`config.mk`:
```
export PLATFORM = sky130hd
export DESIGN_NAME = blob_centroid_det_flat
export DESIGN_NICKNAME = d
export VERILOG_FILES = /design/src/rtl/blob_centroid_det_pkg.sv /design/src/rtl/blob_centroid_det_if.sv /design/src/rtl/blob_centroid_det_serial_udiv.sv /design/src/rtl/blob_centroid_det.sv /design/src/flat_wrapper.sv
export SDC_FILE = /design/constraint.sdc
export NUM_CORES = 1
export LEC_CHECK = 0
export CAP_MARGIN = 30
export CORE_MARGIN = 2
export CORE_UTILIZATION = 40
export CTS_BUF_LIST = sky130_fd_sc_hd__clkbuf_2
export CTS_CLUSTER_SIZE = 25
export DETAILED_ROUTE_END_ITERATION = 12
export PLACE_DENSITY = 0.66
export REMOVE_ABC_BUFFERS = 1
export SYNTH_ARGS = -nofsm -noshare
export SYNTH_HDL_FRONTEND = slang
export SYNTH_SLANG_ARGS = --single-unit
```
`constraint.sdc`:
```
create_clock -name iCLK -period 6.2 [get_ports iCLK]
set_input_delay 0.93 -clock iCLK [delete_from_list [all_inputs] [get_ports iCLK]]
set_output_delay 0.93 -clock iCLK [all_outputs]
set_load 0.005 [all_outputs]
```
`src/rtl/blob_centroid_det_pkg.sv`:
```
// Shared types and width helpers for the blob centroid detector.
package blob_pkg;

  typedef enum logic [1:0] {
    IDLE  = 2'd0,
    DIV_X = 2'd1,
    DIV_Y = 2'd2,
    DONE  = 2'd3
  } blobState_t;

  // Hit counter must hold every pixel of a frame, including the all-hit case.
  function automatic int cntWidth(input int frameW, input int frameH);
    return $clog2(frameW * frameH + 1);
  endfunction

  function automatic int divWidth(input int cntW, input int coordW);
    return cntW + coordW;
  endfunction

endpackage

```
`src/rtl/blob_centroid_det_if.sv`:
```
// Pixel stream in / centroid result out bundle for blob_centroid_det.
// Bounding-box result signals exist only when BLOB_BBOX_EN is defined.
interface blob_centroid_det_if #(
  parameter int PIX_W   = 12,
  parameter int COORD_W = 11,
  parameter int FRAME_W = 640,
  parameter int FRAME_H = 480
);
  localparam int CNT_W = blob_pkg::cntWidth(FRAME_W, FRAME_H);

  logic [PIX_W-1:0]   iColor;
  logic               iDVAL;
  logic [COORD_W-1:0] iX_Cont;
  logic [COORD_W-1:0] iY_Cont;
  logic [PIX_W-1:0]   iThreshold;
  logic [CNT_W-1:0]   iMinCount;
  logic [COORD_W-1:0] oX;
  logic [COORD_W-1:0] oY;
  logic [CNT_W-1:0]   oCount;
  logic               oFound;
  logic               oBusy;
  logic               oDVAL;
`ifdef BLOB_BBOX_EN
  logic [COORD_W-1:0] oXMin;
  logic [COORD_W-1:0] oXMax;
  logic [COORD_W-1:0] oYMin;
  logic [COORD_W-1:0] oYMax;
`endif

  modport master (
    output iColor, iDVAL, iX_Cont, iY_Cont, iThreshold, iMinCount,
`ifdef BLOB_BBOX_EN
    input  oXMin, oXMax, oYMin, oYMax,
`endif
    input  oX, oY, oCount, oFound, oBusy, oDVAL
  );

  modport slave (
    input  iColor, iDVAL, iX_Cont, iY_Cont, iThreshold, iMinCount,
`ifdef BLOB_BBOX_EN
    output oXMin, oXMax, oYMin, oYMax,
`endif
    output oX, oY, oCount, oFound, oBusy, oDVAL
  );

endinterface

```
`src/rtl/blob_centroid_det_serial_udiv.sv`:
```
// Restoring unsigned divider: first quotient bit is produced on the start edge,
// quotient complete after W edges in total; oDone pulses the cycle it is valid.
module serial_udiv #(
  parameter int W = 8
) (
  input  logic         iCLK,
  input  logic         iRST,
  input  logic         iStart,
  input  logic [W-1:0] iDividend,
  input  logic [W-1:0] iDivisor,
  output logic [W-1:0] oQuot,
  output logic         oDone
);
  localparam int CW = $clog2(W + 1);

  logic [W-1:0]  dvd_r, rem_r, div_r;
  logic [CW-1:0] cnt_r;
  logic          run_r, done_r;
  logic [W-1:0]  remIn_s, dvdIn_s, divIn_s, remNext_s, dvdNext_s;
  logic [W:0]    trial_s;

  // One restoring step on either the fresh operands or the running state
  always_comb begin
    remIn_s   = iStart ? {W{1'b0}} : rem_r;
    dvdIn_s   = iStart ? iDividend : dvd_r;
    divIn_s   = iStart ? iDivisor  : div_r;
    trial_s   = {remIn_s, dvdIn_s[W-1]};
    remNext_s = trial_s[W-1:0];
    dvdNext_s = {dvdIn_s[W-2:0], 1'b0};
    if (trial_s >= {1'b0, divIn_s}) begin
      remNext_s = W'(trial_s - {1'b0, divIn_s});
      dvdNext_s = {dvdIn_s[W-2:0], 1'b1};
    end else begin
      remNext_s = trial_s[W-1:0];
    end
  end

  // Divider state: dividend register shifts out while quotient bits shift in
  always_ff @(posedge iCLK or negedge iRST) begin
    if (!iRST) begin
      dvd_r  <= {W{1'b0}};
      rem_r  <= {W{1'b0}};
      div_r  <= {W{1'b0}};
      cnt_r  <= {CW{1'b0}};
      run_r  <= 1'b0;
      done_r <= 1'b0;
    end else if (iStart) begin
      dvd_r  <= dvdNext_s;
      rem_r  <= remNext_s;
      div_r  <= iDivisor;
      cnt_r  <= CW'(W - 1);
      run_r  <= 1'b1;
      done_r <= 1'b0;
    end else if (run_r) begin
      dvd_r  <= dvdNext_s;
      rem_r  <= remNext_s;
      cnt_r  <= cnt_r - CW'(1);
      run_r  <= (cnt_r != CW'(1));
      done_r <= (cnt_r == CW'(1));
    end else begin
      done_r <= 1'b0;
    end
  end

  assign oQuot = dvd_r;
  assign oDone = done_r;

endmodule

```
`src/rtl/blob_centroid_det.sv`:
```
// Per-frame thresholded pixel count and exact integer centroid via one shared serial divider.
// Optional bounding-box outputs are enabled by defining BLOB_BBOX_EN.
module blob_centroid_det #(
  parameter int PIX_W   = 12,
  parameter int COORD_W = 11,
  parameter int FRAME_W = 640,
  parameter int FRAME_H = 480
) (
  input logic               iCLK,
  input logic               iRST,
  blob_centroid_det_if.slave bus
);
  import blob_pkg::*;

  localparam int CNT_W = cntWidth(FRAME_W, FRAME_H);
  localparam int DIV_W = divWidth(CNT_W, COORD_W);
  localparam logic [COORD_W-1:0] X_LAST = COORD_W'(FRAME_W - 1);
  localparam logic [COORD_W-1:0] Y_LAST = COORD_W'(FRAME_H - 1);

  blobState_t         state_r, stateNext_s;
  logic               hit_s, frameStart_s, frameEnd_s, found_s;
  logic [CNT_W-1:0]   cntAcc_r, cntBase_s, cntNext_s, snapCnt_r, oCount_r;
  logic [DIV_W-1:0]   sumXAcc_r, sumYAcc_r, sumXBase_s, sumYBase_s, sumXNext_s, sumYNext_s;
  logic [DIV_W-1:0]   snapY_r, divDividend_s, divDivisor_s, divQuot_s;
  logic               snapFound_r, divStart_s, divDone_s;
  logic [COORD_W-1:0] quotX_r, oX_r, oY_r;
  logic               oFound_r, oBusy_r, oDVAL_r;
  logic               unusedQuotHi_s;

  // Hit detection and next accumulator values; a frame start discards the old totals
  always_comb begin
    hit_s        = bus.iDVAL && (bus.iColor > bus.iThreshold);
    frameStart_s = bus.iDVAL && (bus.iX_Cont == {COORD_W{1'b0}}) && (bus.iY_Cont == {COORD_W{1'b0}});
    frameEnd_s   = bus.iDVAL && (bus.iX_Cont == X_LAST) && (bus.iY_Cont == Y_LAST);
    cntBase_s    = frameStart_s ? {CNT_W{1'b0}} : cntAcc_r;
    sumXBase_s   = frameStart_s ? {DIV_W{1'b0}} : sumXAcc_r;
    sumYBase_s   = frameStart_s ? {DIV_W{1'b0}} : sumYAcc_r;
    cntNext_s    = cntBase_s + {{(CNT_W-1){1'b0}}, hit_s};
    sumXNext_s   = sumXBase_s + (hit_s ? {{(DIV_W-COORD_W){1'b0}}, bus.iX_Cont} : {DIV_W{1'b0}});
    sumYNext_s   = sumYBase_s + (hit_s ? {{(DIV_W-COORD_W){1'b0}}, bus.iY_Cont} : {DIV_W{1'b0}});
    found_s      = (cntNext_s >= bus.iMinCount) && (cntNext_s != {CNT_W{1'b0}});
  end

  // Next-state logic and divider launch: X starts on the frame-end edge, Y as X completes
  always_comb begin
    stateNext_s   = state_r;
    divStart_s    = 1'b0;
    divDividend_s = snapY_r;
    divDivisor_s  = {{(DIV_W-CNT_W){1'b0}}, snapCnt_r};
    case (state_r)
      IDLE: begin
        if (frameEnd_s && found_s) begin
          stateNext_s   = DIV_X;
          divStart_s    = 1'b1;
          divDividend_s = sumXNext_s;
          divDivisor_s  = {{(DIV_W-CNT_W){1'b0}}, cntNext_s};
        end else if (frameEnd_s) begin
          stateNext_s = DONE;
        end else begin
          stateNext_s = IDLE;
        end
      end
      DIV_X: begin
        if (divDone_s) begin
          stateNext_s = DIV_Y;
          divStart_s  = 1'b1;
        end else begin
          stateNext_s = DIV_X;
        end
      end
      DIV_Y: begin
        if (divDone_s) begin
          stateNext_s = DONE;
        end else begin
          stateNext_s = DIV_Y;
        end
      end
      DONE:    stateNext_s = IDLE;
      default: stateNext_s = IDLE;
    endcase
  end

  // FSM state register
  always_ff @(posedge iCLK or negedge iRST) begin
    if (!iRST) state_r <= IDLE;
    else       state_r <= stateNext_s;
  end

  // Running accumulators, advanced on valid pixels only
  always_ff @(posedge iCLK or negedge iRST) begin
    if (!iRST) begin
      cntAcc_r  <= {CNT_W{1'b0}};
      sumXAcc_r <= {DIV_W{1'b0}};
      sumYAcc_r <= {DIV_W{1'b0}};
    end else if (bus.iDVAL) begin
      cntAcc_r  <= cntNext_s;
      sumXAcc_r <= sumXNext_s;
      sumYAcc_r <= sumYNext_s;
    end
  end

  // Frame-end snapshot; a frame end during a running division is dropped
  always_ff @(posedge iCLK or negedge iRST) begin
    if (!iRST) begin
      snapCnt_r   <= {CNT_W{1'b0}};
      snapY_r     <= {DIV_W{1'b0}};
      snapFound_r <= 1'b0;
    end else if ((state_r == IDLE) && frameEnd_s) begin
      snapCnt_r   <= cntNext_s;
      snapY_r     <= sumYNext_s;
      snapFound_r <= found_s;
    end
  end

  serial_udiv #(.W(DIV_W)) uDiv (
    .iCLK      (iCLK),
    .iRST      (iRST),
    .iStart    (divStart_s),
    .iDividend (divDividend_s),
    .iDivisor  (divDivisor_s),
    .oQuot     (divQuot_s),
    .oDone     (divDone_s)
  );

  assign unusedQuotHi_s = ^divQuot_s[DIV_W-1:COORD_W];

  // X quotient is parked while the divider is reused for Y
  always_ff @(posedge iCLK or negedge iRST) begin
    if (!iRST)                                quotX_r <= {COORD_W{1'b0}};
    else if ((state_r == DIV_X) && divDone_s) quotX_r <= divQuot_s[COORD_W-1:0];
  end

  // Result registers; centroid holds its previous value when no blob was found
  always_ff @(posedge iCLK or negedge iRST) begin
    if (!iRST) begin
      oX_r     <= {COORD_W{1'b0}};
      oY_r     <= {COORD_W{1'b0}};
      oCount_r <= {CNT_W{1'b0}};
      oFound_r <= 1'b0;
      oBusy_r  <= 1'b0;
      oDVAL_r  <= 1'b0;
    end else begin
      oBusy_r <= (stateNext_s == DIV_X) || (stateNext_s == DIV_Y);
      oDVAL_r <= (state_r == DONE);
      if (state_r == DONE) begin
        oCount_r <= snapCnt_r;
        oFound_r <= snapFound_r;
        if (snapFound_r) begin
          oX_r <= quotX_r;
          oY_r <= divQuot_s[COORD_W-1:0];
        end
      end
    end
  end

  assign bus.oX     = oX_r;
  assign bus.oY     = oY_r;
  assign bus.oCount = oCount_r;
  assign bus.oFound = oFound_r;
  assign bus.oBusy  = oBusy_r;
  assign bus.oDVAL  = oDVAL_r;

`ifdef BLOB_BBOX_EN
  logic [COORD_W-1:0] xMinAcc_r, xMaxAcc_r, yMinAcc_r, yMaxAcc_r;
  logic [COORD_W-1:0] xMinNext_s, xMaxNext_s, yMinNext_s, yMaxNext_s;
  logic [COORD_W-1:0] snapXMin_r, snapXMax_r, snapYMin_r, snapYMax_r;
  logic [COORD_W-1:0] oXMin_r, oXMax_r, oYMin_r, oYMax_r;

  // Hit bounding box; min starts at all-ones and max at zero each frame
  always_comb begin
    xMinNext_s = frameStart_s ? {COORD_W{1'b1}} : xMinAcc_r;
    xMaxNext_s = frameStart_s ? {COORD_W{1'b0}} : xMaxAcc_r;
    yMinNext_s = frameStart_s ? {COORD_W{1'b1}} : yMinAcc_r;
    yMaxNext_s = frameStart_s ? {COORD_W{1'b0}} : yMaxAcc_r;
    if (hit_s) begin
      xMinNext_s = (bus.iX_Cont < xMinNext_s) ? bus.iX_Cont : xMinNext_s;
      xMaxNext_s = (bus.iX_Cont > xMaxNext_s) ? bus.iX_Cont : xMaxNext_s;
      yMinNext_s = (bus.iY_Cont < yMinNext_s) ? bus.iY_Cont : yMinNext_s;
      yMaxNext_s = (bus.iY_Cont > yMaxNext_s) ? bus.iY_Cont : yMaxNext_s;
    end else begin
      xMinNext_s = xMinNext_s;
    end
  end

  // Bounding-box accumulators, snapshot and result registers
  always_ff @(posedge iCLK or negedge iRST) begin
    if (!iRST) begin
      {xMinAcc_r, xMaxAcc_r, yMinAcc_r, yMaxAcc_r}     <= {(4*COORD_W){1'b0}};
      {snapXMin_r, snapXMax_r, snapYMin_r, snapYMax_r} <= {(4*COORD_W){1'b0}};
      {oXMin_r, oXMax_r, oYMin_r, oYMax_r}             <= {(4*COORD_W){1'b0}};
    end else begin
      if (bus.iDVAL)
        {xMinAcc_r, xMaxAcc_r, yMinAcc_r, yMaxAcc_r} <= {xMinNext_s, xMaxNext_s, yMinNext_s, yMaxNext_s};
      if ((state_r == IDLE) && frameEnd_s)
        {snapXMin_r, snapXMax_r, snapYMin_r, snapYMax_r} <= {xMinNext_s, xMaxNext_s, yMinNext_s, yMaxNext_s};
      if ((state_r == DONE) && snapFound_r)
        {oXMin_r, oXMax_r, oYMin_r, oYMax_r} <= {snapXMin_r, snapXMax_r, snapYMin_r, snapYMax_r};
    end
  end

  assign bus.oXMin = oXMin_r;
  assign bus.oXMax = oXMax_r;
  assign bus.oYMin = oYMin_r;
  assign bus.oYMax = oYMax_r;
`endif

endmodule

```
`src/flat_wrapper.sv`:
```
// flat-port wrapper written by rule: the top's interface ports become plain ports
module blob_centroid_det_flat import blob_pkg::*;
#(
  parameter int PIX_W   = 12,
  parameter int COORD_W = 11,
  parameter int FRAME_W = 640,
  parameter int FRAME_H = 480
)
  (iCLK, iRST, bus_iColor, bus_iDVAL, bus_iX_Cont, bus_iY_Cont, bus_iThreshold, bus_iMinCount, bus_oX, bus_oY, bus_oCount, bus_oFound, bus_oBusy, bus_oDVAL);
  blob_centroid_det_if #(.PIX_W(PIX_W), .COORD_W(COORD_W), .FRAME_W(FRAME_W), .FRAME_H(FRAME_H)) bus_i ();
  input logic iCLK;
  input logic iRST;
  input wire logic [$bits(bus_i.iColor)-1:0] bus_iColor;
  input wire logic [$bits(bus_i.iDVAL)-1:0] bus_iDVAL;
  input wire logic [$bits(bus_i.iX_Cont)-1:0] bus_iX_Cont;
  input wire logic [$bits(bus_i.iY_Cont)-1:0] bus_iY_Cont;
  input wire logic [$bits(bus_i.iThreshold)-1:0] bus_iThreshold;
  input wire logic [$bits(bus_i.iMinCount)-1:0] bus_iMinCount;
  output wire logic [$bits(bus_i.oX)-1:0] bus_oX;
  output wire logic [$bits(bus_i.oY)-1:0] bus_oY;
  output wire logic [$bits(bus_i.oCount)-1:0] bus_oCount;
  output wire logic [$bits(bus_i.oFound)-1:0] bus_oFound;
  output wire logic [$bits(bus_i.oBusy)-1:0] bus_oBusy;
  output wire logic [$bits(bus_i.oDVAL)-1:0] bus_oDVAL;
  assign bus_i.iColor = bus_iColor;
  assign bus_i.iDVAL = bus_iDVAL;
  assign bus_i.iX_Cont = bus_iX_Cont;
  assign bus_i.iY_Cont = bus_iY_Cont;
  assign bus_i.iThreshold = bus_iThreshold;
  assign bus_i.iMinCount = bus_iMinCount;
  assign bus_oX = bus_i.oX;
  assign bus_oY = bus_i.oY;
  assign bus_oCount = bus_i.oCount;
  assign bus_oFound = bus_i.oFound;
  assign bus_oBusy = bus_i.oBusy;
  assign bus_oDVAL = bus_i.oDVAL;
  blob_centroid_det #(.PIX_W(PIX_W), .COORD_W(COORD_W), .FRAME_W(FRAME_W), .FRAME_H(FRAME_H)) u_core (.iCLK(iCLK), .iRST(iRST), .bus(bus_i));
endmodule
```
Word level (Yosys, flattened, before mapping)
Index checks and enable logic that the tools add are counted.
Word-level totals
  register bits: 283
  output and inout port bits: 44
  word-level logic and storage cells: 85
  bits of input ports: 68
Operators by class
  muxes and demuxes: 32
  add/sub/neg operators: 5
  equality and inequality tests: 9
  $lt $le $gt $ge: 3
  reductions and logical operators: 16
Operator list (count)
  $mux W30: 12
  $add A30 B30 Y30: 2
  $mux W19: 3
  $ge A31 B30 Y1: 1
  $sub A30 B30 Y30: 1
  $logic_not A11 Y1: 2
  $mux W11: 2
  $add A19 B1 Y19: 1
  $ge A19 B19 Y1: 1
  $reduce_bool A19 Y1: 1
  $gt A12 B12 Y1: 1
  $eq A11 B10 Y1 const B: 1
  $eq A11 B9 Y1 const B: 1
  $mux W5: 2
  $logic_and A1 B1 Y1: 9
  $mux W1: 8
  $pmux W2 S4: 1
  $eq A2 B2 Y1 const B: 3
  $mux W2: 3
  $eq A5 B1 Y1 const B: 1
  $ne A5 B1 Y1 const B: 1
  $sub A5 B1 Y5 const B: 1
  $eq A2 B1 Y1 const B: 2
  $logic_not A2 Y1: 1
  4 further kinds: 4

Logic depth before layout (Yosys ltp)
Gate-level depths: netlist of run 1.
  depth after elaboration: 15
  mapped depth: 43

Hierarchy
From an unflattened synthesis of run 1, not the netlist that was laid out.
Unflattened totals
  cells, all modules: 1880
  area, all modules: 17962.2 sq um
Modules (own cells, without submodules)
  blob_centroid_det: cells an instance 1189, seq. area each 4654.5 sq um, area an instance 11607.4 sq um, times used 1
  serial_udiv: cells an instance 691, seq. area each 2427.3 sq um, area an instance 6354.8 sq um, times used 1

Worst setup path after synthesis of run 1
No wires, ideal clock.
  kind: input-to-reg
  start point: in bus_iY_Cont[5]
  end point: reg u_core.uDiv.rem_r[24]
  library setup time: 126 ps
  buffers on the path: 9
  path slack: -2164 ps
  stages: 39
  arrival: 8239 ps
  path through: nor4_1 -> nand3_1 -> or2_2 -> clkbuf_1 -> clkbuf_1 -> clkbuf_1 -> and2_1 -> ha_1 -> ha_1 -> buf_2 -> and4_1 -> buf_2 -> nand4_1 -> xor2_1 -> nor2_1 -> ha_1 -> a21o_1 -> a21o_1 -> (+3 left out) -> o31ai_2 -> buf_4 -> nand2_2 -> buf_2 -> o22a_1 -> o21ai_0 -> ha_1 -> clkbuf_1 -> a211oi_1 -> o21bai_1 -> a221oi_1 -> nor3_1 -> a211o_1 -> o21a_1 -> a31oi_1 -> buf_2 -> nor3_1 -> a221o_1
On the way
  cells in the longest elaborated chain, start to end: 14
  elaborated cells between the ends (all ways): 27
  classes of those cells: 3 x add/sub; 2 x order compare; 1 x eq/ne; 14 x mux; 7 x reduce/logical
Ends and longest elaborated chain
  from (decl): RTL line flat_wrapper.sv:16  | input wire logic [$bits(bus_i.iY_Cont)-1:0] bus_iY_Cont;
  $logic_not A11 Y1 (*): RTL line blob_centroid_det.sv:33  | frameStart_s = bus.iDVAL && (bus.iX_Cont == {COORD_W{1'b0}}) && (bus.iY_Cont == {COORD_W{1'b0}});
  $logic_and A1 B1 Y1 (*): RTL line blob_centroid_det.sv:33
  $mux W19 (*): RTL line blob_centroid_det.sv:35  | cntBase_s = frameStart_s ? {CNT_W{1'b0}} : cntAcc_r;
  $add A19 B1 Y19 (*): RTL line blob_centroid_det.sv:38  | cntNext_s = cntBase_s + {{(CNT_W-1){1'b0}}, hit_s};
  named net u_core.cntNext_s[8]: RTL line blob_centroid_det.sv:22  | logic [CNT_W-1:0] cntAcc_r, cntBase_s, cntNext_s, snapCnt_r, oCount_r;
  $ge A19 B19 Y1 / $reduce_bool A19 Y1 (equally long branches): RTL line blob_centroid_det.sv:41  | found_s = (cntNext_s >= bus.iMinCount) && (cntNext_s != {CNT_W{1'b0}});
  $logic_and A1 B1 Y1: RTL line blob_centroid_det.sv:41
  $logic_and A1 B1 Y1: RTL line blob_centroid_det.sv:52  | if (frameEnd_s && found_s) begin
  $mux W1 (tied with other cells): RTL line blob_centroid_det.sv:52
  $pmux W1 S2 (tied with other cells): RTL line blob_centroid_det.sv:50  | case (state_r)
  $mux W30, on equally long branches
  $sub A30 B30 Y30 / $ge A31 B30 Y1 (equally long branches): RTL line blob_centroid_det_serial_udiv.sv:31, blob_centroid_det_serial_udiv.sv:30
  $mux W30: RTL line blob_centroid_det_serial_udiv.sv:30  | if (trial_s >= {1'b0, divIn_s}) begin
  $mux W30: RTL line blob_centroid_det_serial_udiv.sv:54  | end else if (run_r) begin
  $mux W30: RTL line blob_centroid_det_serial_udiv.sv:47  | end else if (iStart) begin
  to (signal assigned): RTL line blob_centroid_det_serial_udiv.sv:42  | rem_r <= {W{1'b0}};
  to (signal assigned): RTL line blob_centroid_det_serial_udiv.sv:49  | rem_r <= remNext_s;
  to (signal assigned): RTL line blob_centroid_det_serial_udiv.sv:56  | rem_r <= remNext_s;
  to (decl): RTL line blob_centroid_det_serial_udiv.sv:16  | logic [W-1:0] dvd_r, rem_r, div_r;
Mark *: on every way through the listed nets, which the timed path passes. The rest lies on a longest branch. The select of a mux whose other input is x is not followed.
A chain may end at the register's enable or synchronous reset.

Final worst setup path of run 1
  start point: in bus_iThreshold[8]
  end point: reg u_core.uDiv.rem_r[20]
On the way
  cells in the longest elaborated chain, start to end: 13
  elaborated cells between the ends (all ways): 24
  classes of those cells: 3 x add/sub; 3 x order compare; 13 x mux; 5 x reduce/logical
Ends and longest elaborated chain
  from (decl): RTL line flat_wrapper.sv:17  | input wire logic [$bits(bus_i.iThreshold)-1:0] bus_iThreshold;
  $gt A12 B12 Y1 (*): RTL line blob_centroid_det.sv:32  | hit_s = bus.iDVAL && (bus.iColor > bus.iThreshold);
  $logic_and A1 B1 Y1 (*): RTL line blob_centroid_det.sv:32
  $add A19 B1 Y19 (*): RTL line blob_centroid_det.sv:38
  named net u_core.cntNext_s[15]: RTL line blob_centroid_det.sv:22
  $ge A19 B19 Y1 / $reduce_bool A19 Y1 (equally long branches): RTL line blob_centroid_det.sv:41
  $logic_and A1 B1 Y1: RTL line blob_centroid_det.sv:41
  $logic_and A1 B1 Y1: RTL line blob_centroid_det.sv:52
  $mux W1 (tied with other cells): RTL line blob_centroid_det.sv:52
  $pmux W1 S2 (tied with other cells): RTL line blob_centroid_det.sv:50
  $mux W30, on equally long branches
  $sub A30 B30 Y30 / $ge A31 B30 Y1 (equally long branches): RTL line blob_centroid_det_serial_udiv.sv:31, blob_centroid_det_serial_udiv.sv:30
  $mux W30: RTL line blob_centroid_det_serial_udiv.sv:30
  $mux W30: RTL line blob_centroid_det_serial_udiv.sv:54
  $mux W30: RTL line blob_centroid_det_serial_udiv.sv:47
Marked as above.

==> summary.md, run 1 <==
| Metric | Value |
|---|---|
| Status | `finished with violations` |
| Failing checks | `setup timing` |
| Most used standard cell by instance count after synthesis | `sky130_fd_sc_hd__dfrtp_1` |
| Internal Pwr Total | `0.00322 W` |
| Layout overhead on the synthesized area | `34.0%` |
| Prevailing post-synth register cell | `sky130_fd_sc_hd__dfrtp_1` |
| Utilization of the core after routing | `0.546` |
| WS Path Type | `input port to register` |
| Leakage component of the power | `~11 nW` |
| Arrival time reported for the critical path endpoint | `between 7 and 8 ns` |
| Detailed Route WL | `between 50000 and 60000 um` |
| Die outline width | `211 um` |
| Sequential group share of total power | `0.419` |
| Total count of max-transition violations in the final report | `0` |
| Worst voltage drop across the vdd grid | `about 0.00011 V` |
| # Max-Cap Violations | `0` |
| Overflow after GRT | `0` |
| First-pass GRT wire length | `84800 um` |
| Number of design rule violations left after detail routing | `0` |
| Total via count after detailed routing | `about 16000` |
| Portion of total power attributed to the clock network | `0.264` |
| Endpoints failing hold | `0` |
| Type of the most critical hold path | `register to register` |
| Crit path from | `bus_iThreshold[8]` |
| Setup repair after global routing missed its margin | `yes` |
| Clk Tree Root Cell | `sky130_fd_sc_hd__clkbuf_2` |
| Sum Neg Setup Slack | `-25.11 ns` |
| Switching part of the total power | `0.344` |
| YS warnings | `0` |
| Layout cell share with drive strength beyond 1 | `0.317` |
| Number of fillers in the final layout | `roughly 3700` |
| Count of flip-flops with a built-in enable after synthesis | `0` |
| Count of nets after finishing | `around 2400` |
| Deepest level of the CTS H-tree | `3` |
| Iteration-0 DRC Markers | `about 1100` |
| Worst Path Max Fanout | `6` |
| TritonCTS clock tree | `built` |
| Hold path startpoint | `u_core.quotX_r[5]$_DFFE_PN0P_` |
| Worst path setup slack after routing | `-0.904 ns` |
| Maximum number of pins on one net before global-route repair | `around 120` |
| Largest buffer count on any clock path | `3` |
| Synthesis-stage register bit count | `approximately 280` |
| # clock sinks | `roughly 280` |
| Number of ports placed on the die boundary | `approximately 110` |
| Worst max-slew margin expressed relative to the limit | `0.274` |
| Pwr dens | `213 mW/mm^2` |
| Number of buffers created by CTS | `77` |
| Clk pin slew, worst setup/hold paths | `about 0.1 ns` |
| Switching power summed over all nets | `~0.0017 W` |
| Clock skew after layout | `around 0.090 ns` |
| Highest Clock Rate | `between 0.1 and 0.15 GHz` |
| RD Place Congestion | `just over 0.9` |
| Floorplan core area | `between 0.04 and 0.05 mm^2` |
| Minimum period implied by the final worst setup slack | `about 7.1 ns` |
| Number of antenna violations at the first check in global routing | `1` |
| Top post-synthesis cells by area | `sky130_fd_sc_hd__dfrtp_1, sky130_fd_sc_hd__ha_1, sky130_fd_sc_hd__mux2_2` |
| Number of setup violations in the final report | `31` |
| Cell with the largest stage delay on the worst path | `sky130_fd_sc_hd__ha_1` |
| Final Total Pwr | `between 0.004 and 0.005 W` |
| Antenna-violating nets left | `0` |
| GRT Total Usage | `0.238` |
| CP Launch Type | `input port` |
| Later-pin clock latency in the skew report | `0.94 ns` |
| Router iterations before antenna repair | `5` |
| Register-to-register path setup slack | `-0.02 ns` |
| Initial core utilization | `0.407` |
| Syn Std Cell Area | `between 0.015 and 0.02 mm^2` |
| Via density | `~5.5` |
| Die Outline Area | `~0.045 mm^2` |
| Crit-path max cell delay | `~0.37 ns` |
| Top post-synthesis cells by count | `sky130_fd_sc_hd__dfrtp_1, sky130_fd_sc_hd__nand2_1, sky130_fd_sc_hd__o21ai_0` |
| Wirelength per Cell | `~18 um` |
| Count of unique library cells instantiated by Yosys | `a little over 80` |
| Number of buffers added on ports | `between 100 and 150` |
| Element type at the critical path end | `register` |
| Post-synth top area cell | `sky130_fd_sc_hd__dfrtp_1` |
| CP required | `approximately 7 ns` |
| Combinational share of power | `0.317` |
| Startpoint of the worst-slack reg-to-reg timing path | `u_core.cntAcc_r[0]$_DFFE_PN0P_` |
| Post-Synthesis Cells | `approximately 1800` |
| Share of the clock period used by the worst path | `1.15` |
| Worst hold slack after final layout | `0.487 ns` |
| Mean area per synthesized cell | `around 9.3 um^2` |
| Detailed-placement wirelength estimate | `34900 um` |
| Async SR Flop Fraction | `1.00` |
| Share of synthesized area occupied by flip-flops and latches | `0.412` |
| Share of the synthesized area in the top cell type | `0.412` |
| Number of global-route vias before repair | `approximately 17000` |
| Site row count | `75` |
| Worst Tran Pin Value | `1.09 ns` |
| Chip height | `approximately 210 um` |
## area by class of cell
class / instances / area (um^2) / area share
multi-input combinational: 1374 / 10400 / 0.450
antenna: 1 / 2.50 / 0.000109
timing repair buffer: 458 / 3970 / 0.172
clock buffer: 103 / 515 / 0.0224
sequential: 283 / 7080 / 0.307
inverter: 79 / 299 / 0.0130
clock inverter: 25 / 134 / 0.00581
tap: 539 / 674 / 0.0293
## final timing paths
path / endpoint / cells past startpoint
setup / recovery: u_core.uDiv.rem_r[20]$_DFFE_PN0P_ / 37
hold / removal: u_core.quotX_r[5]$_DFFE_PN0P_ / 2
setup reg to reg: u_core.uDiv.rem_r[20]$_DFFE_PN0P_ / 31
hold reg to reg: u_core.quotX_r[5]$_DFFE_PN0P_ / 2
max in group asynchronous: u_core.uDiv.oQuot[6]$_DFFE_PN0P_ / 3
min in group asynchronous: u_core.snapCnt_r[11]$_DFFE_PN0P_ / 2
## power groups by stage
stage | Clock [W] | Combinational (W) | Sequential [W]
5_1_grt | 0.00144 | 0.00172 | 0.00207
3_5_place_dp | 0 | 0.00140 | 0.00208
4_1_cts | 0.00135 | 0.00151 | 0.00205
2_1_floorplan | 0 | 0.000810 | 0.00207
6_report | 0.00130 | 0.00156 | 0.00205
3_3_place_gp | 0 | 0.00138 | 0.00207
## per-stage QoR
stage / cell area [um^2] / setup WS (ns) / instances
floorplan: 16700 / -5.60 / 1736
global placement: 20600 / -2.54 / 2648
detailed placement: 20600 / -2.69 / 2649
global route: 23000 / -1.18 / 2862
finish: 23000 / -0.904 / 2862
CTS: 22600 / -0.742 / 2841
## routing by layer
layer  track usage  wire [um]
met3        0.0362       3010
met4         0.100       1660
met2         0.401      25200
met1         0.306      22700
met5             0          0
## state kept, by name, indices dropped and copies added, names as in the netlist, 2 cells and up
register           flops
u_core.quotX_r        11
u_core.snapY_r        30
u_core.bus.oX         11
u_core.uDiv.div_r     30
u_core.snapCnt_r      19
u_core.bus.oCount     19
u_core.uDiv.oQuot     30
u_core.bus.oY         11
u_core.uDiv.rem_r     30
u_core.sumYAcc_r      30
u_core.cntAcc_r       19
u_core.uDiv.cnt_r      5
u_core.sumXAcc_r      30
u_core.state_r         2
## cell families after synthesis
kind of cell               share of synthesized area
adders and majority gates                     0.0668
DFF                                            0.412
AOI/OAI and AO/OA                              0.170
and+or+nand+nor                                0.181
buffers and inverters                         0.0450
xor gates and xnor gates                      0.0504
muxes                                         0.0749
## layout by cell type, fill, tap and decap left out, types with 11 or more instances in the layout
master,instances
sky130_fd_sc_hd__buf_6,20
sky130_fd_sc_hd__ha_4,28
sky130_fd_sc_hd__o21ai_0,106
sky130_fd_sc_hd__nor3_1,27
sky130_fd_sc_hd__o21ai_1,13
sky130_fd_sc_hd__ha_1,57
sky130_fd_sc_hd__and2_1,53
sky130_fd_sc_hd__clkdlybuf4s50_1,80
sky130_fd_sc_hd__xnor2_1,56
sky130_fd_sc_hd__dfrtp_1,282
sky130_fd_sc_hd__a21o_1,31
sky130_fd_sc_hd__inv_2,13
sky130_fd_sc_hd__clkbuf_2,116
sky130_fd_sc_hd__o22a_1,13
sky130_fd_sc_hd__a31oi_1,14
sky130_fd_sc_hd__inv_1,68
sky130_fd_sc_hd__o21a_1,21
sky130_fd_sc_hd__and3_1,30
sky130_fd_sc_hd__nand3_1,45
sky130_fd_sc_hd__nor2_1,98
sky130_fd_sc_hd__buf_4,311
sky130_fd_sc_hd__o31ai_1,26
sky130_fd_sc_hd__a221o_1,18
sky130_fd_sc_hd__a21oi_1,50
sky130_fd_sc_hd__o211ai_1,21
sky130_fd_sc_hd__nand2b_1,11
sky130_fd_sc_hd__clkinv_1,15
sky130_fd_sc_hd__nand2_1,232
sky130_fd_sc_hd__nand4_1,29
sky130_fd_sc_hd__mux2i_1,32
sky130_fd_sc_hd__o21ai_2,13
sky130_fd_sc_hd__mux2_2,85
sky130_fd_sc_hd__and3_4,12
sky130_fd_sc_hd__xor2_1,41
## critical path, delay by kind of cell
family | cells | cell delay [ns]
xor+xnor | 1 | 0.10
fa+ha+maj | 4 | 1.12
compound gates | 14 | 2.67
buf+inv | 7 | 0.80
simple gates | 11 | 2.14
## what timing repair did
action / CTS / global route
endpoints found under the setup margin: 31 / 31
hold buffers: 1 / 0
hold endpoints to repair: 21 / 0
buffers inserted: 58 / 22
pin swaps: 107 / 68
gates resized for setup: 223 / 80
gates cloned: 6 / 1
No activity file was read; power rests on OpenSTA's default activity.
==> inputs of run 2 (changes only) <==
--- a/config.mk
+++ b/config.mk
@@ -11,6 +11,7 @@
 export CTS_BUF_LIST = sky130_fd_sc_hd__clkbuf_2
 export CTS_CLUSTER_SIZE = 25
 export DETAILED_ROUTE_END_ITERATION = 12
+export MAX_ROUTING_LAYER = met4
 export PLACE_DENSITY = 0.66
 export REMOVE_ABC_BUFFERS = 1
 export SYNTH_ARGS = -nofsm -noshare
==> run 2 against run 1 <==
Effect of this change: critical path type unchanged; the run still ends with setup timing left; final area fell by 0.32%; via count rose by 0.25%; clock power increased by 8%; critical path depth increased by 2.
==> summary.md, run 2 (synthesized netlist as in run 1, its figures left out) <==
| Metric | Value |
|---|---|
| Element type at the critical path end | `register` |
| Die outline width | `211 um` |
| Clk Tree Root Cell | `sky130_fd_sc_hd__clkbuf_2` |
| # clock sinks | `between 200 and 300` |
| Multi-input combinational cell area | `approximately 0.010 mm^2` |
| Number of buffers created by CTS | `78` |
| Leakage component of the power | `about 11 nW` |
| Number of ports placed on the die boundary | `112` |
| Register-to-register path setup slack | `roughly 0.01 ns` |
| RD Place Congestion | `between 0.9 and 1` |
| First-pass GRT wire length | `84500 um` |
| Wirelength per Cell | `between 15 and 20 um` |
| Cell occurring most often along the worst timing path | `sky130_fd_sc_hd__buf_4` |
| Maximum number of pins on one net before global-route repair | `about 130` |
| Die Outline Area | `approximately 0.045 mm^2` |
| Iteration-0 DRC Markers | `~1100` |
| Clock skew after layout | `between 0.1 and 0.15 ns` |
| Number of global-route vias before repair | `16300` |
| Status | `finished with violations` |
| Chip height | `approximately 210 um` |
| Cell with the largest stage delay on the worst path | `sky130_fd_sc_hd__ha_1` |
| Commonest non-fill, non-tap cell in the layout | `sky130_fd_sc_hd__buf_4` |
| Share of the clock period used by the worst path | `1.15` |
| Layout cell share with drive strength beyond 1 | `0.308` |
| Detailed Route WL | `~53000 um` |
| Total via count after detailed routing | `15800` |
| Worst max-slew margin expressed relative to the limit | `0.323` |
| Worst voltage drop across the vdd grid | `around 0.0001 V` |
| Minimum period implied by the final worst setup slack | `slightly above 7 ns` |
| Number of setup violations in the final report | `31` |
| Via density | `5.55` |
| Worst Tran Pin Value | `slightly above 1 ns` |
| Worst path setup slack after routing | `-0.914 ns` |
| Arrival time reported for the critical path endpoint | `just under 8 ns` |
| Utilization of the core after routing | `0.544` |
| Highest Clock Rate | `0.141 GHz` |
| WS Path Type | `input port to register` |
| Type of the most critical hold path | `input port to async pin` |
| # Max-Cap Violations | `0` |
| Number of buffers added on ports | `roughly 110` |
| GRT Total Usage | `0.243` |
| Number of design rule violations left after detail routing | `0` |
| Crit-path max cell delay | `around 0.44 ns` |
| Total count of max-transition violations in the final report | `0` |
| Floorplan core area | `0.0422 mm^2` |
| Largest buffer count on any clock path | `3` |
| CP required | `6.96 ns` |
| Router iterations before antenna repair | `7` |
| TritonCTS clock tree | `built` |
| Deepest level of the CTS H-tree | `3` |
| Pwr dens | `around 220 mW/mm^2` |
| Count of nets after finishing | `2415` |
| Sum Neg Setup Slack | `-25.40 ns` |
| Clk pin slew, worst setup/hold paths | `0.11 ns` |
| Overflow after GRT | `0` |
| Number of fillers in the final layout | `around 3700` |
| Later-pin clock latency in the skew report | `about 0.97 ns` |
| Number of antenna violations at the first check in global routing | `1` |
| Setup repair after global routing missed its margin | `yes` |
| Antenna-violating nets left | `0` |
| Endpoints failing hold | `0` |
| Highest-count cells in the layout ignoring fill and taps | `sky130_fd_sc_hd__buf_4, sky130_fd_sc_hd__dfrtp_1, sky130_fd_sc_hd__nand2_1` |
| Layout overhead on the synthesized area | `33.6%` |
| Placed instance area | `just over 0.02 mm^2` |
| Site row count | `between 70 and 80` |
| Worst Path Max Fanout | `6` |
| CP Launch Type | `input port` |
| Place WS | `-2.65 ns` |
| Failing checks | `setup timing` |
| Detailed-placement wirelength estimate | `approximately 35000 um` |
| Seq. cell area | `0.00708 mm^2` |
| Post-Layout Inst Area | `0.0230 mm^2` |
| Initial core utilization | `0.407` |
[run 2: power by group]
part	switching, W	total [W]	internal (W)	leakage [nW]
sequential	0.0000925	0.00206	0.00197	3.61
clock	0.000850	0.00141	0.000559	0.536
combinational	0.000806	0.00157	0.000764	6.57
[run 2: final cells by class]
class                   instances  area share
diodes                          1    0.000109
clock buffers                 109      0.0237
clock inverters                27     0.00730
inverters                      79      0.0130
multi-input cells            1374       0.448
flip-flops and latches        283       0.308
well taps                     539      0.0294
repair buffers                441       0.170
[run 2: through the flow]
stage	hold slack (ns)	instances	power (W)
after detailed placement	0.458	2647	0.00348
final	0.480	2853	0.00504
after CTS	0.465	2839	0.00500
after global routing	0.509	2853	0.00533
after floorplan	0.433	1736	0.00288
after global placement	0.455	2647	0.00346
[run 2: routing by layer]
metal / share of wire / GRT usage
met2: 0.48 / 0.392
met3: 0.060 / 0.0424
met5: 0 / -
met4: 0.027 / 0.0918
met1: 0.43 / 0.306
[run 2: critical path: cells and delay by family]
family / cells / cell delay, ns
compound gates: 15 / 2.57
simple gates: 10 / 1.79
fa+ha+maj: 4 / 1.20
buf+inv: 9 / 1.18
xor+xnor: 1 / 0.16
[run 2: worst paths after layout]
| check | startpoint | endpoint | cells after the start |
|---|---|---|---|
| worst max-delay path | bus_iThreshold[1] | u_core.uDiv.rem_r[24]$_DFFE_PN0P_ | 39 |
| worst min-delay path | iRST | u_core.snapCnt_r[14]$_DFFE_PN0P_ | 2 |
| worst max register to register | u_core.cntAcc_r[0]$_DFFE_PN0P_ | u_core.uDiv.rem_r[24]$_DFFE_PN0P_ | 30 |
| worst min register to register | u_core.uDiv.div_r[22]$_DFF_PN0_ | u_core.uDiv.div_r[22]$_DFF_PN0_ | 2 |
| max in group asynchronous | iRST | u_core.snapY_r[9]$_DFFE_PN0P_ | 3 |
| min in group iCLK | u_core.uDiv.div_r[22]$_DFF_PN0_ | u_core.uDiv.div_r[22]$_DFF_PN0_ | 2 |
[run 2: timing repair]
action | in CTS | in global routing
hold buffers | 1 | 0
buffers inserted | 50 | 14
gates cloned | 5 | 3
setup endpoints to repair | 31 | 31
endpoints found under the hold margin | 82 | 0
pin swaps | 98 | 59
gates resized for setup | 217 | 69
==> inputs of run 3 (changes only) <==
--- a/config.mk
+++ b/config.mk
@@ -11,9 +11,11 @@
 export CTS_BUF_LIST = sky130_fd_sc_hd__clkbuf_2
 export CTS_CLUSTER_SIZE = 25
 export DETAILED_ROUTE_END_ITERATION = 12
+export GPL_ROUTABILITY_DRIVEN = 0
 export MAX_ROUTING_LAYER = met4
 export PLACE_DENSITY = 0.66
 export REMOVE_ABC_BUFFERS = 1
+export SKIP_LAST_GASP = 1
 export SYNTH_ARGS = -nofsm -noshare
 export SYNTH_HDL_FRONTEND = slang
 export SYNTH_SLANG_ARGS = --single-unit
==> run 3 against run 2 <==
Effect of this change: highest routed layer unchanged; final area is 0.70% lower; die area did not move; first-iteration DRC count decreased by 3.2%; routed wire length shrank 2.5%; register-to-register slack about the same; sequential cell count stayed put; clock power down 9%; clock skew fell by 0.015 ns; the flow still finishes with violations (setup timing).
==> summary.md, run 3 (synthesized netlist as in run 1, its figures left out) <==
| Metric | Value |
|---|---|
| TritonCTS clock tree | `built` |
| Utilization of the core after routing | `0.540` |
| Crit-path max cell delay | `around 0.47 ns` |
| WS Path Type | `input port to register` |
| Crit path from | `bus_iX_Cont[9]` |
| Number of fillers in the final layout | `roughly 3700` |
| Die outline width | `about 210 um` |
| Worst hold slack after final layout | `~0.47 ns` |
| Placed cell count | `2646` |
| Cell family with most CP delay | `compound AO/OA/AOI/OAI gates` |
| Deepest level of the CTS H-tree | `3` |
| Iteration-0 DRC Markers | `1050` |
| Number of design rule violations left after detail routing | `0` |
| Bufs and invs on worst path | `10` |
| Worst Tran Pin Value | `1.14 ns` |
| Highest Clock Rate | `0.141 GHz` |
| Maximum number of pins on one net before global-route repair | `121` |
| Count of nets after finishing | `about 2400` |
| Worst path setup slack after routing | `-0.887 ns` |
| Worst voltage drop across the vdd grid | `0.000104 V` |
| Initial core utilization | `0.407` |
| Chip height | `211 um` |
| Final cell count without fillers | `between 2000 and 3000` |
| First-pass GRT wire length | `around 83000 um` |
| Pwr dens | `about 210 mW/mm^2` |
| Cell occurring most often along the worst timing path | `sky130_fd_sc_hd__buf_4` |
| Share of the clock period used by the worst path | `1.14` |
| Worst Path Max Fanout | `11` |
| Clk pin slew, worst setup/hold paths | `about 0.10 ns` |
| Total count of max-transition violations in the final report | `0` |
| Number of buffers added on ports | `between 100 and 150` |
| Die Outline Area | `between 0.04 and 0.05 mm^2` |
| Antenna-violating nets left | `0` |
| Later-pin clock latency in the skew report | `between 0.9 and 1 ns` |
| Minimum period implied by the final worst setup slack | `~7 ns` |
| Overflow after GRT | `0` |
| Arrival time reported for the critical path endpoint | `~7.9 ns` |
| Failing checks | `setup timing` |
| Clk Tree Root Cell | `sky130_fd_sc_hd__clkbuf_2` |
| Clock skew after layout | `0.0941 ns` |
| Number of ports placed on the die boundary | `112` |
| Commonest non-fill, non-tap cell in the layout | `sky130_fd_sc_hd__buf_4` |
| Total via count after detailed routing | `approximately 16000` |
| Number of antenna violations at the first check in global routing | `1` |
| Post-Layout Inst Area | `around 0.023 mm^2` |
| Endpoints failing hold | `0` |
| Type of the most critical hold path | `register to register` |
| Final Total Pwr | `between 0.004 and 0.005 W` |
| CP required | `between 7 and 8 ns` |
| Router iterations before antenna repair | `7` |
| Number of setup violations in the final report | `31` |
| Floorplan core area | `~0.042 mm^2` |
| CP Launch Type | `input port` |
| Detailed Route WL | `approximately 52000 um` |
| Hold path startpoint | `u_core.quotX_r[7]$_DFFE_PN0P_` |
| Placed instance area | `0.0206 mm^2` |
| Cell with the largest stage delay on the worst path | `sky130_fd_sc_hd__clkdlybuf4s50_1` |
| Leakage component of the power | `~11 nW` |
| # clock sinks | `roughly 280` |
| Layout cell share with drive strength beyond 1 | `0.310` |
| Element type at the critical path end | `register` |
| Number of buffers created by CTS | `77` |
| Wirelength per Cell | `18.2 um` |
| GRT Total Usage | `0.237` |
| Setup repair after global routing missed its margin | `yes` |
| Via density | `5.58` |
| Startpoint of the worst-slack reg-to-reg timing path | `u_core.cntAcc_r[0]$_DFFE_PN0P_` |
| Number of global-route vias before repair | `around 16000` |
| # Max-Cap Violations | `0` |
| Site row count | `75` |
| Detailed-placement wirelength estimate | `35000 um` |
| Layout overhead on the synthesized area | `32.6%` |
| Largest buffer count on any clock path | `3` |
| Highest-count cells in the layout ignoring fill and taps | `sky130_fd_sc_hd__buf_4, sky130_fd_sc_hd__dfrtp_1, sky130_fd_sc_hd__nand2_1` |
| Worst max-slew margin expressed relative to the limit | `0.239` |
| Status | `finished with violations` |
## run 3: cell count changes in the layout (fill, tap and decap cells not counted), sizes merged, moves of 2 or more
cell,previous run,this run
inv,81,79
buf,337,340
clkinv,22,13
a31o,5,7
clkbuf,113,120
clkdlybuf4s15,10,0
## run 3: per-layer routing
layer	global-route usage	wire, um
met5	-	0
met4	0.0915	1600
met3	0.0389	2840
met2	0.389	24800
met1	0.294	22400
## run 3: final timing paths
| path | end | slack, ns | cells past startpoint |
|---|---|---|---|
| hold / removal | u_core.bus.oX[7]$_DFFE_PN0P_ | 0.47 | 1 |
| hold reg to reg | u_core.bus.oX[7]$_DFFE_PN0P_ | 0.47 | 1 |
| min in group asynchronous | u_core.snapCnt_r[14]$_DFFE_PN0P_ | 0.61 | 2 |
| setup reg to reg | u_core.uDiv.rem_r[10]$_DFFE_PN0P_ | 0.02 | 34 |
| max in group asynchronous | u_core.uDiv.div_r[25]$_DFF_PN0_ | 4.09 | 3 |
| setup / recovery | u_core.uDiv.rem_r[10]$_DFFE_PN0P_ | -0.89 | 39 |
## run 3: power breakdown
group / internal, W / switching, W
Clock: 0.000506 / 0.000777
Sequential: 0.00197 / 0.0000826
Combinational: 0.000766 / 0.000803
## run 3: area by class of cell
type	count	area, um^2	area share
Antenna cell	1	2.50	0.000110
Tap cell	539	674	0.0296
Clock inverter	14	83.8	0.00368
Sequential cell	283	7080	0.311
Timing Repair Buffer	439	3760	0.165
Clock buffer	110	551	0.0241
Inverter	79	299	0.0131
Multi-Input combinational cell	1376	10400	0.454
## run 3: repair_timing
action	CTS	global route
gates resized for setup	212	91
pin swaps	77	90
cloned	6	0
endpoints found under the hold margin	1	0
buffers inserted	35	30
hold buffers	1	0
endpoints found under the setup margin	31	31
## run 3: stage by stage
step	TNS [ns]	setup WS, ns
floorplan	-265.73	-5.60
global placement	-77.01	-2.46
detailed placement	-82.76	-2.56
CTS	-15.39	-0.605
global route	-33.82	-1.16
finish	-25.47	-0.887
